$ cat src/rtl/sseg_scan_mux.sv
// sseg_scan_mux: time-multiplexed common-anode seven-segment driver with hex decode,
// per-digit blanking, decimal points and per-frame input snapshots.
// Latency: outputs follow the scan index after one register stage; no backpressure (free-running).
// Optional macro SSEG_LZ_SUPPRESS_EN enables leading-zero suppression on the snapshot.
module sseg_scan_mux #(
  parameter int NUM_DIGITS  = 4,
  parameter int REFRESH_DIV = 50000
) (
  input  logic                      clk,
  input  logic                      rst_n,
  input  logic [4*NUM_DIGITS-1:0]   value,
  input  logic [NUM_DIGITS-1:0]     blank,
  input  logic [NUM_DIGITS-1:0]     dp_in,
  output logic [6:0]                sseg,
  output logic                      dp,
  output logic [NUM_DIGITS-1:0]     an
);

  localparam int CW = (REFRESH_DIV > 1) ? $clog2(REFRESH_DIV) : 1;
  localparam int IW = (NUM_DIGITS > 1) ? $clog2(NUM_DIGITS) : 1;
  localparam logic [CW-1:0] CNT_MAX = CW'(REFRESH_DIV - 1);
  localparam logic [IW-1:0] IDX_MAX = IW'(NUM_DIGITS - 1);

  logic [CW-1:0]             cnt_q, cnt_d;
  logic [IW-1:0]             idx_q, idx_d;
  logic                      live_q;
  logic                      load;
  logic [4*NUM_DIGITS-1:0]   val_q;
  logic [NUM_DIGITS-1:0]     blank_q;
  logic [NUM_DIGITS-1:0]     snap_dp_q;
  logic [NUM_DIGITS-1:0]     blank_eff;
  logic [NUM_DIGITS-1:0]     an_q, an_d;
  logic [6:0]                sseg_q, sseg_d;
  logic                      dpo_q, dpo_d;
  logic [3:0]                code;
  logic                      dig_blank;
  logic                      dig_dp;

  function automatic logic [6:0] decode(input logic [3:0] c);
    case (c)
      4'h0: decode = 7'b1000000;
      4'h1: decode = 7'b1111001;
      4'h2: decode = 7'b0100100;
      4'h3: decode = 7'b0110000;
      4'h4: decode = 7'b0011001;
      4'h5: decode = 7'b0010010;
      4'h6: decode = 7'b0000010;
      4'h7: decode = 7'b1111000;
      4'h8: decode = 7'b0000000;
      4'h9: decode = 7'b0010000;
      4'hA: decode = 7'b0001000;
      4'hB: decode = 7'b0000011;
      4'hC: decode = 7'b1000110;
      4'hD: decode = 7'b0100001;
      4'hE: decode = 7'b0000110;
      default: decode = 7'b0001110;
    endcase
  endfunction

  // Refresh counter and scan index; held until the first snapshot so digit 0 gets a full dwell.
  always_comb begin
    cnt_d = cnt_q;
    idx_d = idx_q;
    load  = !live_q;
    if (live_q) begin
      if (cnt_q == CNT_MAX) begin
        cnt_d = '0;
        if (idx_q == IDX_MAX) begin
          idx_d = '0;
          load  = 1'b1;
        end else begin
          idx_d = idx_q + 1'b1;
        end
      end else begin
        cnt_d = cnt_q + 1'b1;
      end
    end
  end

`ifdef SSEG_LZ_SUPPRESS_EN
  logic lead;
  // Leading-zero suppression: walk down from the top digit until a nonzero code or a lit dp.
  always_comb begin
    lead      = 1'b1;
    blank_eff = blank_q;
    for (int i = NUM_DIGITS - 1; i >= 1; i--) begin
      if (lead && (val_q[4*i +: 4] == 4'h0) && !snap_dp_q[i]) begin
        blank_eff[i] = 1'b1;
      end else begin
        lead = 1'b0;
      end
    end
  end
`else
  assign blank_eff = blank_q;
`endif

  // Select the snapshot entry at the current index and form the next pin values.
  always_comb begin
    code      = 4'h0;
    dig_blank = 1'b1;
    dig_dp    = 1'b0;
    an_d      = '1;
    sseg_d    = 7'b1111111;
    dpo_d     = 1'b1;
    for (int i = 0; i < NUM_DIGITS; i++) begin
      if (IW'(i) == idx_q) begin
        code      = val_q[4*i +: 4];
        dig_blank = blank_eff[i];
        dig_dp    = snap_dp_q[i];
      end
    end
    if (live_q && !dig_blank) begin
      for (int i = 0; i < NUM_DIGITS; i++) begin
        if (IW'(i) == idx_q) an_d[i] = 1'b0;
      end
      sseg_d = decode(code);
      dpo_d  = ~dig_dp;
    end
  end

  // State, snapshot and output registers; reset darkens the display immediately.
  always_ff @(posedge clk or negedge rst_n) begin
    if (!rst_n) begin
      cnt_q     <= '0;
      idx_q     <= '0;
      live_q    <= 1'b0;
      val_q     <= '0;
      blank_q   <= '0;
      snap_dp_q <= '0;
      an_q      <= '1;
      sseg_q    <= 7'b1111111;
      dpo_q     <= 1'b1;
    end else begin
      cnt_q  <= cnt_d;
      idx_q  <= idx_d;
      live_q <= 1'b1;
      if (load) begin
        val_q     <= value;
        blank_q   <= blank;
        snap_dp_q <= dp_in;
      end
      an_q   <= an_d;
      sseg_q <= sseg_d;
      dpo_q  <= dpo_d;
    end
  end

  assign an   = an_q;
  assign sseg = sseg_q;
  assign dp   = dpo_q;

endmodule

$ cat config.mk
export PLATFORM = sky130hd
export DESIGN_NAME = sseg_scan_mux
export DESIGN_NICKNAME = d
export VERILOG_FILES = /design/src/rtl/sseg_scan_mux.sv
export SDC_FILE = /design/constraint.sdc
export NUM_CORES = 1
export LEC_CHECK = 0
export CORE_MARGIN = 8
export CORE_UTILIZATION = 35
export CTS_BUF_LIST = sky130_fd_sc_hd__clkbuf_16
export DETAILED_ROUTE_END_ITERATION = 12
export PLACE_DENSITY = 0.65
export SLEW_MARGIN = 20
export SYNTH_ARGS = -nofsm -noshare
export SYNTH_HDL_FRONTEND = slang
export SYNTH_SLANG_ARGS = --single-unit
$ cat constraint.sdc
create_clock -name clk -period 2.4 [get_ports clk]
set_input_delay 0.72 -clock clk [delete_from_list [all_inputs] [get_ports clk]]
set_output_delay 0.72 -clock clk [all_outputs]
set_load 0.05 [all_outputs]
==> impl_metrics.json, run 1 <==
{
  "met1_capacity_usage_during_global_routing": 0.137,
  "pwr-share-comb": 0.183,
  "finish.utilization": 0.447,
  "grt_pass1_wl_mm": 9.56,
  "fin_crit_sh": 0.918,
  "setup_violations": 0,
  "global_route.usage.met3": 0.0231,
  "clock_sink_count": 55,
  "drv.max_cap_violation_count": 0,
  "peakVddDrop_mv": 0.267,
  "timing.critical_path.from_type": "flop",
  "grt_max_degree": 56,
  "detailedRoute.firstIterationViolations": 90,
  "swShare": 0.267,
  "worst-slew-pin-transition_ns": 0.582,
  "critPathMaxFanout": 5,
  "powerDensity_nw_per_um2": 631,
  "synth.top_cell.area_share": 0.383,
  "tritoncts_clock_tree": "yes",
  "hold_viol": 0,
  "globalRouteOverflowTotal": 0,
  "timing.rr.end": "idx_q[0]",
  "fmaxAchievable_mhz": 454,
  "worst_skew_pair.late_latency_ns": 0.29,
  "initial_core_util": 0.362,
  "core_area_um2": 7770,
  "via_per_inst": 4.83,
  "route.vias.total": 1875,
  "setup.worst_path.class": "reg2reg",
  "per_cell_routed_wire_length_um": 14.5,
  "syn-mean-instance-area_um2": 11.9,
  "ctsRootBufferMaster": "sky130_fd_sc_hd__clkbuf_16",
  "critPathRequiredTime_ns": 2.60,
  "synthesis.area_um2": 2810,
  "grt_use_total": 0.104,
  "hpwl_mm": 4.23,
  "share_clk_of_total_power": 0.311,
  "timing.slew.headroom": 0.606,
  "r2r_slack_ns": 0.20,
  "hold_class": "in2async",
  "syn_to_final_growth_pct": 23.5,
  "internal_power_mw": 1.61,
  "arrival_ns": 2.40,
  "core.rowCount": 32,
  "seq_power_share": 0.507,
  "asyncSetResetFlopFracSynth": 1.00,
  "post_layout_nets": 322,
  "fillers": 743,
  "final.min_clock_period_ns": 2.20,
  "net-switching-power_mw": 0.585,
  "syn_nets": 274,
  "critical_path.reg2reg.startpoint": "cnt_q[13]",
  "h_tree_lvls": 2,
  "totalWireLength_mm": 5.61,
  "postCtsHoldBufs": 0,
  "synth_ff_type": "sky130_fd_sc_hd__dfrtp_1",
  "slew_limit_fails": 0,
  "timing.critical_path.to_type": "flop",
  "leakagePower_nw": 1.55,
  "grt_use_met2": 0.161,
  "cts-root-to-sink-buffers": 2,
  "post_cts.repair.setup_buffers": 0,
  "die_x_um": 106,
  "n_antenna_cell": 0,
  "clock_transition_at_the_register_clock_pins_on_the_worst_setup_and_hold_paths_after_cts_ns": 0.07,
  "layout.cell_area.non_filler_um2": 3470,
  "top_usage_layer_grt": "met2",
  "reg2reg_depth": 6,
  "final_layout_size_suffix_gt1_frac": 0.259,
  "yosys.cell_types.count": 48,
  "preCtsSetupSlack_ns": 0.203,
  "status": "completed",
  "postSynthCellCount": 237,
  "synthMostInstantiatedCell": "sky130_fd_sc_hd__dfrtp_1",
  "worst_path_setup_slack_after_routing_ns": 0.197,
  "die_height_um": 106,
  "rsz0062_at_grt": "no",
  "tritoncts.num_buffers": 5,
  "dieArea_um2": 11200,
  "cts-resized-gates": 0,
  "total_placed_instance_area_um2": 3340,
  "synth_area_leaders": "sky130_fd_sc_hd__dfrtp_1 38%, sky130_fd_sc_hd__dfstp_2 11%, sky130_fd_sc_hd__mux2_4 11%",
  "synth_edf_count": 0,
  "grt_pass1_vias": 1904,
  "tns_ns": 0,
  "top_level_ports": 38,
  "port_buffers": 37,
  "synth.ff_latch_count": 55,
  "synth_top_cell_by_area": "sky130_fd_sc_hd__dfrtp_1",
  "route.antenna.remaining_nets": 0,
  "drc_violations": 0,
  "antenna_found_initial": 0,
  "detailedRoute.firstPassIterationCount": 4,
  "fin_worst_skew_ns": 0.00680,
  "routabilityCongestion": 0.825,
  "synthesis.yosys.warnings": 0,
  "synth.yosys.seq_area_share": 0.495,
  "ranking_of_synthesized_cells_by_instance_count": "43 x sky130_fd_sc_hd__dfrtp_1, 24 x sky130_fd_sc_hd__nand2_1, 20 x sky130_fd_sc_hd__mux2_4, 12 x sky130_fd_sc_hd__dfstp_2, 11 x sky130_fd_sc_hd__ha_1"
}
## worst max-delay path by stage
stage                     startpoint            to  depth (start not counted)
after CTS                   cnt_q[7]  blank_eff[0]                          6
after global routing        idx_q[0]       sseg[3]                         10
after detailed placement    cnt_q[7]  blank_eff[0]                          6
final                      cnt_q[13]      idx_q[0]                          6
after floorplan             idx_q[0]       sseg[3]                         11
after global placement      cnt_q[7]  blank_eff[0]                          6
## per-layer routing
metal  up-vias  wire (µm)
li1        937          -
met1       900       2760
met2        32       2580
met3         6        168
met4         0         99
met5         -          0
## state kept, by name, summed over array words and instances (netlist names)
| register | flops |
|---|---|
| sseg | 7 |
| live_q | 1 |
| cnt_q | 16 |
| snap_dp_q | 4 |
| dp | 1 |
| an | 4 |
| val_q | 16 |
| blank_eff | 4 |
| idx_q | 2 |
## through the flow
stage,hold WS (ns),cells,power (mW)
after floorplan,0.424,237,1.37
after CTS,0.430,388,2.22
final,0.408,388,2.19
after global routing,0.435,388,2.30
after global placement,0.486,380,1.52
after detailed placement,0.484,380,1.53
## power by group through the flow
stage / clock network [mW] / registers (mW) / logic [mW]
final: 0.682 / 1.11 / 0.400
after global routing: 0.736 / 1.12 / 0.440
after CTS: 0.703 / 1.11 / 0.405
after detailed placement: 0 / 1.13 / 0.403
after global placement: 0 / 1.13 / 0.396
after floorplan: 0 / 1.15 / 0.221
## critical path: stages (launching register included)
cell and delay (ns):
sky130_fd_sc_hd__dfrtp_1 0.42, sky130_fd_sc_hd__or4b_2 0.68, sky130_fd_sc_hd__nor4_1 0.40, sky130_fd_sc_hd__and2_1 0.30
sky130_fd_sc_hd__buf_4 0.17, sky130_fd_sc_hd__nand3_1 0.07, sky130_fd_sc_hd__o21ai_0 0.09
## cell type report
| type | count | area [µm²] | area share |
|---|---|---|---|
| inverters | 10 | 37.5 | 0.0108 |
| multi-input cells | 163 | 1310 | 0.377 |
| flip-flops and latches | 55 | 1390 | 0.401 |
| clock buffers | 5 | 125 | 0.0360 |
| repair buffers | 50 | 470 | 0.135 |
| clock inverters | 3 | 12.5 | 0.00360 |
| well taps | 102 | 128 | 0.0367 |
## cell usage in the layout, fill, tap and decap left out, types with 3 or more instances in the layout
master	n
sky130_fd_sc_hd__clkdlybuf4s50_1	24
sky130_fd_sc_hd__a21oi_1	4
sky130_fd_sc_hd__dfrtp_1	43
sky130_fd_sc_hd__inv_1	12
sky130_fd_sc_hd__xor2_1	6
sky130_fd_sc_hd__mux2_2	4
sky130_fd_sc_hd__nand2_1	24
sky130_fd_sc_hd__mux2i_1	4
sky130_fd_sc_hd__xnor2_1	4
sky130_fd_sc_hd__nand2b_1	6
sky130_fd_sc_hd__buf_12	3
sky130_fd_sc_hd__o21ai_0	7
sky130_fd_sc_hd__mux2_4	20
sky130_fd_sc_hd__clkbuf_16	5
sky130_fd_sc_hd__ha_1	11
sky130_fd_sc_hd__o22ai_1	4
sky130_fd_sc_hd__nor2_1	9
sky130_fd_sc_hd__nand3b_1	8
sky130_fd_sc_hd__nand4_1	5
sky130_fd_sc_hd__buf_4	22
sky130_fd_sc_hd__nand3_1	7
sky130_fd_sc_hd__dfstp_2	12
sky130_fd_sc_hd__and3_1	5
## cell families after synthesis
family,Yosys count,synth area share
other,1,0.00133
muxes,28,0.137
xor gates and xnor gates,10,0.0312
buffers and inverters,19,0.0396
AOI/OAI and AO/OA,31,0.0743
adders and majority gates,11,0.0490
and+or+nand+nor,82,0.173
DFF,55,0.495
Power figures use the tool's default switching activity.
==> run 2: changes to the inputs <==
==> constraint.sdc (replaced) <==
create_clock -name clk -period 2.7 [get_ports clk]
set_input_delay 0.81 -clock clk [delete_from_list [all_inputs] [get_ports clk]]
set_output_delay 0.81 -clock clk [all_outputs]
set_load 0.05 [all_outputs]
==> run 2 against run 1 <==
  * Worst hold slack gained 0.094 ns
  * Worst setup slack gained 0.076 ns
  * Via count shrank 2.6%
  * Non-clock buffer count shrank 7
  * Largest cell class unchanged
==> impl_metrics.json, run 2 (synthesis results as in run 1) <==
{
  "status": "completed",
  "core_area_um2": 7770,
  "timing.critical_path.from": "an[3]",
  "syn_to_final_growth_pct": 22.5,
  "setup.worst_path.end": "an[3]",
  "top_level_ports": 38,
  "globalRouteOverflowTotal": 0,
  "timing.critical_path.from_type": "flop",
  "port_buffers": 37,
  "detailedRoute.firstPassIterationCount": 4,
  "die_height_um": 106,
  "grt_max_degree": 25,
  "critPathRequiredTime_ns": 1.89,
  "route.vias.total": 1827,
  "final_common_cell": "sky130_fd_sc_hd__dfrtp_1",
  "mostFrequentLayoutCells": "43 x sky130_fd_sc_hd__dfrtp_1, 36 x sky130_fd_sc_hd__clkdlybuf4s50_1, 24 x sky130_fd_sc_hd__nand2_1",
  "fin_worst_skew_ns": 0.00632,
  "final_layout_size_suffix_gt1_frac": 0.201,
  "antenna_found_initial": 0,
  "rsz0062_at_grt": "no",
  "peakVddDrop_mv": 0.275,
  "cp.depth": 1,
  "tritoncts.num_buffers": 5,
  "timing.rr.end": "snap_dp_q[1]",
  "reg2reg_depth": 5,
  "powerDensity_nw_per_um2": 601,
  "fmaxAchievable_mhz": 412,
  "tritoncts_clock_tree": "yes",
  "postCtsHoldBufs": 0,
  "cpMaxStageDelayCell": "sky130_fd_sc_hd__clkdlybuf4s50_1",
  "ctsRootBufferMaster": "sky130_fd_sc_hd__clkbuf_16",
  "clock_transition_at_the_register_clock_pins_on_the_worst_setup_and_hold_paths_after_cts_ns": 0.07,
  "tns_ns": 0,
  "delay_heaviest_family_cp": "buffers and inverters",
  "cts-resized-gates": 0,
  "cell_by_cell_listing_of_the_critical_path": "clkdlybuf4s50_1",
  "slowest_delay_ns": 0.80,
  "arrival_ns": 1.62,
  "post_layout_nets": 315,
  "initial_core_util": 0.362,
  "totalWireLength_mm": 5.67,
  "setup_violations": 0,
  "worst_skew_pair.late_latency_ns": 0.29,
  "slew_limit_fails": 0,
  "cts-root-to-sink-buffers": 2,
  "grt_use_total": 0.105,
  "per_cell_routed_wire_length_um": 14.9,
  "hpwl_mm": 4.18,
  "die_x_um": 106,
  "timing.critical_path.to_type": "output port",
  "via_per_inst": 4.80,
  "clock_sink_count": 55,
  "final.min_clock_period_ns": 2.43,
  "wl_met2_mm": 2.54,
  "setup.worst_path.class": "reg2out",
  "crit_buf_inv": 1,
  "drc_violations": 0,
  "critical_path.reg2reg.startpoint": "cnt_q[12]",
  "fin_crit_sh": 0.899,
  "timing.slew.headroom": 0.625,
  "route.antenna.remaining_nets": 0,
  "leakagePower_nw": 1.50,
  "critPathMaxFanout": 1,
  "grt_pass1_wl_mm": 9.64,
  "place_inst": 373,
  "n_antenna_cell": 0,
  "core.rowCount": 32,
  "hold_class": "reg2reg",
  "detail_route.wirelength.met1_mm": 2.84,
  "hold_viol": 0,
  "post_cts.repair.setup_buffers": 0,
  "fillers": 769,
  "r2r_slack_ns": 0.38,
  "worst-slew-pin-transition_ns": 0.554,
  "route.met3.wl_um": 208,
  "final_cells": 381,
  "dieArea_um2": 11200,
  "grt_pass1_vias": 1896,
  "routabilityCongestion": 0.869,
  "maxUsedRoutingLayer": "met4",
  "h_tree_lvls": 2,
  "detailedRoute.firstIterationViolations": 83,
  "drv.max_cap_violation_count": 0
}
run 2: cell types whose count changed in the layout (fill, tap and decap cells not counted), sizes merged:
cell	delta
buf	-19
inv	-1
clkdlybuf4s50	+12
bufinv	+1
run 2: worst min-delay path by stage:
stage,startpoint,end,slack (ns),cells past startpoint
2_1_floorplan,cnt_q[15],cnt_q[15],0.45,1
3_3_place_gp,cnt_q[15],cnt_q[15],0.49,1
3_5_place_dp,blank_eff[3],blank_eff[3],0.49,1
4_1_cts,cnt_q[15],cnt_q[15],0.51,1
5_1_grt,cnt_q[15],cnt_q[15],0.52,1
6_report,cnt_q[15],cnt_q[15],0.50,1
run 2: routing by layer:
layer / GRT usage / up-vias
met3: 0.0262 / 4
met5: 0 / -
met1: 0.145 / 876
li1: - / 914
met4: 0.0392 / 0
met2: 0.156 / 33
run 2: through the flow:
step | setup WS (ns) | total power, mW | area, µm² | utilization | hold WS, ns
floorplan | 0.505 | 1.22 | 2810 | - | 0.451
CTS | 0.261 | 2.09 | 3440 | 0.443 | 0.506
detailed placement | 0.378 | 1.36 | 3280 | 0.422 | 0.489
global route | 0.237 | 2.16 | 3440 | 0.443 | 0.518
finish | 0.274 | 2.07 | 3440 | 0.443 | 0.501
global placement | 0.429 | 1.35 | 3280 | 0.422 | 0.491
run 2: report_power, final:
part / internal [mW] / switching (mW)
registers: 0.913 / 0.0793
clock network: 0.438 / 0.293
logic: 0.176 / 0.171
run 2: cell type report:
class	instances	area [µm²]	share of cell area
Clock inverter	3	42.5	0.0124
Sequential cell	55	1390	0.404
Timing Repair Buffer	43	410	0.119
Clock buffer	5	125	0.0363
Tap cell	102	128	0.0371
Inverter	10	37.5	0.0109
Multi-Input combinational cell	163	1310	0.380
